`src/rtl/spi_responder.sv`:
```
// SPI responder (slave) oversampled on the system clock: synchronised CS/SCK/MOSI,
// one DATA_W-bit word in and out per frame slice, MSB first, with a one-word TX holding slot.
module spi_responder #(
  parameter int unsigned       DATA_W      = 8,
  parameter bit                CPOL        = 1'b0,
  parameter bit                CPHA        = 1'b0,
  parameter int unsigned       SYNC_STAGES = 2,
  parameter logic [DATA_W-1:0] IDLE_WORD   = 'hFF
) (
  input  logic              clk_i,
  input  logic              rst_i,
  input  logic              spi_cs_i,
  input  logic              spi_sck_i,
  input  logic              spi_mosi_i,
  output logic              spi_miso_o,
  output logic              spi_miso_oe_o,
  input  logic [DATA_W-1:0] tx_data_i,
  input  logic              tx_valid_i,
  output logic              tx_ready_o,
  output logic [DATA_W-1:0] rx_data_o,
  output logic              rx_valid_o,
  output logic              tx_underrun_o,
  output logic              busy_o
);

  localparam int unsigned       CTR_W    = (DATA_W > 1) ? $clog2(DATA_W) : 1;
  localparam logic [CTR_W-1:0]  LAST_BIT = CTR_W'(DATA_W - 1);

  typedef enum logic {IDLE, ACTIVE} state_t;

  logic [SYNC_STAGES-1:0] cs_sync, sck_sync, mosi_sync;
  logic                   cs_d, sck_d;
  logic                   cs_s, sck_s, mosi_s;
  logic                   cs_fall, cs_rise, sck_lead, sck_trail, sample_edge, shift_edge;

  state_t             state_q, state_n;
  logic [CTR_W-1:0]   bit_ctr_q, bit_ctr_n;
  logic               first_q, first_n;
  logic [DATA_W-1:0]  tx_shift_q, tx_shift_n;
  logic [DATA_W-1:0]  rx_shift_q, rx_shift_n;
  logic [DATA_W-1:0]  slot_q, slot_n;
  logic               slot_empty_q, slot_empty_n;
  logic [DATA_W-1:0]  rx_data_q, rx_data_n;
  logic               rx_valid_q, rx_valid_n;
  logic               underrun_q, underrun_n;
  logic               miso_q, miso_n;
  logic               oe_q, oe_n;
  logic               busy_q, busy_n;
  logic               load;

  // Pin synchronisers plus one delayed copy for edge detection
  always_ff @(posedge clk_i or posedge rst_i) begin
    if (rst_i) begin
      cs_sync   <= '1;
      sck_sync  <= {SYNC_STAGES{CPOL}};
      mosi_sync <= '0;
      cs_d      <= 1'b1;
      sck_d     <= CPOL;
    end else begin
      cs_sync   <= {cs_sync[SYNC_STAGES-2:0], spi_cs_i};
      sck_sync  <= {sck_sync[SYNC_STAGES-2:0], spi_sck_i};
      mosi_sync <= {mosi_sync[SYNC_STAGES-2:0], spi_mosi_i};
      cs_d      <= cs_sync[SYNC_STAGES-1];
      sck_d     <= sck_sync[SYNC_STAGES-1];
    end
  end

  assign cs_s        = cs_sync[SYNC_STAGES-1];
  assign sck_s       = sck_sync[SYNC_STAGES-1];
  assign mosi_s      = mosi_sync[SYNC_STAGES-1];
  assign cs_fall     = cs_d & ~cs_s;
  assign cs_rise     = ~cs_d & cs_s;
  assign sck_lead    = (sck_d == CPOL) && (sck_s != CPOL);
  assign sck_trail   = (sck_d != CPOL) && (sck_s == CPOL);
  assign sample_edge = CPHA ? sck_trail : sck_lead;
  assign shift_edge  = CPHA ? sck_lead : sck_trail;

  always_ff @(posedge clk_i or posedge rst_i) begin
    if (rst_i) begin
      state_q      <= IDLE;
      bit_ctr_q    <= '0;
      first_q      <= 1'b0;
      tx_shift_q   <= '0;
      rx_shift_q   <= '0;
      slot_q       <= '0;
      slot_empty_q <= 1'b1;
      rx_data_q    <= '0;
      rx_valid_q   <= 1'b0;
      underrun_q   <= 1'b0;
      miso_q       <= 1'b0;
      oe_q         <= 1'b0;
      busy_q       <= 1'b0;
    end else begin
      state_q      <= state_n;
      bit_ctr_q    <= bit_ctr_n;
      first_q      <= first_n;
      tx_shift_q   <= tx_shift_n;
      rx_shift_q   <= rx_shift_n;
      slot_q       <= slot_n;
      slot_empty_q <= slot_empty_n;
      rx_data_q    <= rx_data_n;
      rx_valid_q   <= rx_valid_n;
      underrun_q   <= underrun_n;
      miso_q       <= miso_n;
      oe_q         <= oe_n;
      busy_q       <= busy_n;
    end
  end

  always_comb begin
    state_n      = state_q;
    bit_ctr_n    = bit_ctr_q;
    first_n      = first_q;
    tx_shift_n   = tx_shift_q;
    rx_shift_n   = rx_shift_q;
    slot_n       = slot_q;
    slot_empty_n = slot_empty_q;
    rx_data_n    = rx_data_q;
    rx_valid_n   = 1'b0;
    underrun_n   = 1'b0;
    load         = 1'b0;

    unique case (state_q)
      IDLE: begin
        if (cs_fall) begin
          state_n   = ACTIVE;
          bit_ctr_n = '0;
          first_n   = 1'b1;
          load      = 1'b1;
        end
      end
      ACTIVE: begin
        // A sample edge completes its word even when CS rises in the same cycle
        if (sample_edge) begin
          rx_shift_n = {rx_shift_q[DATA_W-2:0], mosi_s};
          if (bit_ctr_q == LAST_BIT) begin
            bit_ctr_n  = '0;
            rx_data_n  = rx_shift_n;
            rx_valid_n = 1'b1;
          end else begin
            bit_ctr_n = bit_ctr_q + CTR_W'(1);
          end
        end else if (shift_edge && !cs_rise) begin
          if (bit_ctr_q != '0)        tx_shift_n = tx_shift_q << 1;
          else if (CPHA && first_q)   first_n    = 1'b0;
          else                        load       = 1'b1;
        end
        if (cs_rise) state_n = IDLE;
      end
      default: state_n = IDLE;
    endcase

    // Word load: slot first, then same-cycle bypass, else idle word
    if (load) begin
      if (!slot_empty_q) begin
        tx_shift_n   = slot_q;
        slot_empty_n = 1'b1;
      end else if (tx_valid_i) begin
        tx_shift_n = tx_data_i;
      end else begin
        tx_shift_n = IDLE_WORD;
        underrun_n = 1'b1;
      end
    end else if (slot_empty_q && tx_valid_i) begin
      slot_n       = tx_data_i;
      slot_empty_n = 1'b0;
    end

    busy_n = (state_n == ACTIVE);
    oe_n   = (state_n == ACTIVE);
    miso_n = (state_n == ACTIVE) ? tx_shift_n[DATA_W-1] : 1'b0;
  end

  assign spi_miso_o    = miso_q;
  assign spi_miso_oe_o = oe_q;
  assign tx_ready_o    = slot_empty_q;
  assign rx_data_o     = rx_data_q;
  assign rx_valid_o    = rx_valid_q;
  assign tx_underrun_o = underrun_q;
  assign busy_o        = busy_q;

endmodule

```
`config.mk`:
```
export PLATFORM = sky130hd
export DESIGN_NAME = spi_responder
export DESIGN_NICKNAME = d
export VERILOG_FILES = /design/src/rtl/spi_responder.sv
export SDC_FILE = /design/constraint.sdc
export NUM_CORES = 1
export LEC_CHECK = 0
export BUFFER_PORTS_ARGS = -buffer_cell sky130_fd_sc_hd__buf_2
export CAP_MARGIN = 20
export CORE_ASPECT_RATIO = 1.1
export CORE_MARGIN = 3
export CORE_UTILIZATION = 50
export DETAILED_ROUTE_END_ITERATION = 10
export PLACE_DENSITY = 0.77
export SKIP_CTS_REPAIR_TIMING = 1
export SKIP_LAST_GASP = 1
export SYNTH_ARGS = -nofsm -noshare
export SYNTH_HDL_FRONTEND = slang
export SYNTH_SLANG_ARGS = --single-unit
```
`constraint.sdc`:
```
create_clock -name clk_i -period 2.3 [get_ports clk_i]
set_clock_uncertainty 0.1 [all_clocks]
set_input_delay 0.46 -clock clk_i [delete_from_list [all_inputs] [get_ports clk_i]]
set_output_delay 0.46 -clock clk_i [all_outputs]
set_load 0.02 [all_outputs]
```
==> impl_metrics.py <==
metrics = {
    "status": {
        "outcome": "finished clean",
    },
    "global_route": {
        "grt_max_degree": 27,
        "track_usage_pct": 15.7,
        "overflow": 0,
        "grt_pass1_wl_um": 5640,
        "antenna_found_initial": 0,
        "first_global_vias": 1264,
    },
    "cells_and_area": {
        "fin_area_mm2": 0.00227,
        "final_common_cell": "dfrtp_1",
        "syn2layout_area_growth_pct": 16.4,
        "layout.nets": 206,
        "antenna_cells": 0,
        "drive_gt1_share_pct": 31.6,
        "final_cell_mix": "dfrtp_1, nand2_1, buf_2",
    },
    "yosys": {
        "synth_top_family_by_area": "simple AND/OR/NAND/NOR gates",
        "synth_area_mm2": 0.00195,
        "postSynthAreaPerCell_um2": 12.1,
        "synth_compound_area_share_pct": 9.37,
        "yosysSeqAreaShare_pct": 60.6,
        "syn-num-nets": 178,
        "synth_cell_types": 32,
        "synth_fa_ha_area_share_pct": 2.44,
        "ys_ff_latch": 47,
        "synthMuxAreaShare_pct": 9.24,
        "synthSimpleGateAreaFrac_pct": 15.5,
        "synth_xor_area_share_pct": 0,
        "yosys_warnings": 0,
        "synth_cells": 161,
    },
    "power": {
        "powerDensity_mw_per_mm2": 940,
        "p_leak_nw": 1.09,
        "irDropWorstVdd_uv": 763,
    },
    "route": {
        "vias": 1269,
        "drt_first_pass_iters": 4,
        "wl_per_cell_um": 13.3,
        "ant_nets": 0,
        "vias_per_cell": 5.29,
        "finalWirelength_um": 3180,
        "drc_errors": 0,
        "first_iter_violations": 59,
    },
    "sta": {
        "layout_worst_path_cycle_share_pct": 84.6,
        "slew_headroom_pct": 43.6,
        "max_freq_ghz": 0.514,
        "period_needed_ps": 1950,
        "setup_tns_ps": 0,
        "hold_violations": 0,
        "tightest_slew_ps": 842,
        "slew_viol_final": 0,
        "setup_viol": 0,
        "rsz0062_at_grt": "no",
    },
    "place": {
        "gp_congestion": 0.742,
        "dpl_cell_area_mm2": 0.00213,
        "io_buffer_count": 27,
        "dp_hpwl_um": 2370,
    },
    "critical_path": {
        "path_cells": "or3b_1 > o211ai_1 > nor2_1 > a31oi_1",
        "slowest_stage": "dfstp_2",
        "timing.rr.start": "cs_d",
        "crit_type": "reg2reg",
        "cp-start-kind": "register",
        "timing.rr.end": "tx_shift_q[6]",
        "crit_start": "cs_d",
        "required_ps": 2420,
        "critPathCaptureType": "register",
        "cp_max_fo": 13,
        "crit_arrival_ps": 2060,
        "r2r_cells": 4,
        "critPathMaxStageDelay_ps": 560,
        "r2r_setup_slack_ps": 350,
    },
    "hold_path": {
        "hold_class": "in2async",
    },
    "clocking": {
        "cts_htree_levels": 2,
        "clkTransAtPathRegs_ps": 90,
        "tritoncts": "done",
        "clock_latency_ps": 300,
        "clock_path_buffers": 2,
        "clock_sinks": 47,
        "root_buffer": "clkbuf_8",
        "cts_made_buffers": 5,
    },
    "flow_run": {
        "drv_cap": 0,
    },
    "die": {
        "core_area_mm2": 0.00368,
        "die_y_um": 71.5,
        "dieWidth_um": 65.5,
        "initial_core_util_pct": 52.9,
        "die-area_mm2": 0.00468,
        "rows": 23,
        "num_io_pins": 28,
    },
}
## routing by layer
layer	global-route usage, %	vias up	routed length (um)
met3	4.70	5	153
li1	-	614	-
met2	27.4	29	1700
met4	5.53	0	51
met5	0	-	0
met1	18.0	621	1280
## synth_stat cells, drive strengths merged
cell type / number / area share (%)
nand3b: 9 / 3.7
o22a: 1 / 0.45
or3b: 1 / 0.45
o31a: 1 / 0.45
clkbuf: 3 / 0.58
buf: 4 / 1.2
o22ai: 1 / 0.32
o211a: 1 / 0.51
o211ai: 7 / 2.7
inv: 6 / 1.2
a22o: 2 / 0.90
a31oi: 6 / 1.9
and3b: 1 / 0.45
and2: 3 / 0.96
a221o: 1 / 0.51
dfstp: 4 / 5.4
nand4b: 1 / 0.45
nor2b: 1 / 0.32
nand2b: 2 / 0.64
nand2: 31 / 6.0
nor2: 8 / 1.9
ha: 3 / 1.9
dfrtp: 43 / 55
nor3b: 1 / 0.64
o31ai: 1 / 1.1
maj3: 1 / 0.51
o21ai: 2 / 0.51
mux2: 16 / 9.2
## area by class of cell
class,count,area (um2)
clock inverter,3,67.6
timing repair buffer,28,155
fill,323,1410
multi-input combinational,101,712
clock buffer,5,68.8
sequential,47,1180
inverter,6,22.5
tap,50,62.6
## worst max path at each step
stage,end,slack (ps),cells past startpoint
after global routing,tx_shift_q[2],210,4
after global placement,slot_q[0],450,4
after detailed placement,slot_q[1],350,4
after CTS,slot_q[1],340,4
final,tx_shift_q[6],350,4
after floorplan,spi_miso_o,480,5
## critical path: cells and delay by family, from the launching register on
kind	cells	cell delay, ps
flip-flops	1	560
AND/OR/NAND/NOR	2	600
AO/OA/AOI/OAI	2	600
## sequential cells by signal (all words and copies together) (netlist names)
register / count
cs_sync: 2
rx_valid_o: 1
bit_ctr_q: 3
sck_d: 1
tx_shift_q: 8
cs_d: 1
slot_q: 8
rx_shift_q: 7
tx_ready_o: 1
tx_underrun_o: 1
rx_data_o: 8
spi_miso_o: 1
mosi_sync: 2
sck_sync: 2
busy_o: 1
## kinds of logic after synthesis
kind of cell             Yosys count
AO/OA/AOI/OAI                     23
adder cells (fa/ha/maj)            4
buffers and inverters             13
flip-flops                        47
multiplexers                      16
AND/OR/NAND/NOR                   58
## power by group
part	total, mW	internal [mW]	switching [mW]
Sequential	1.10	0.991	0.107
Clock	0.707	0.433	0.273
Combinational	0.328	0.163	0.165
## stage by stage
| stage | worst slack (ps) | power (mW) | hold WS, ps | utilization, % | cells |
|---|---|---|---|---|---|
| final | 354 | 2.13 | 86.6 | 61.6 | 240 |
| after detailed placement | 353 | 1.45 | 235 | 57.9 | 232 |
| after CTS | 344 | 2.15 | 107 | 61.6 | 240 |
| after global placement | 449 | 1.42 | 234 | 57.9 | 232 |
| after floorplan | 480 | 1.35 | 231 | - | 161 |
| after global routing | 210 | 2.25 | 130 | 61.6 | 240 |
(Power assumes the default switching activity.)
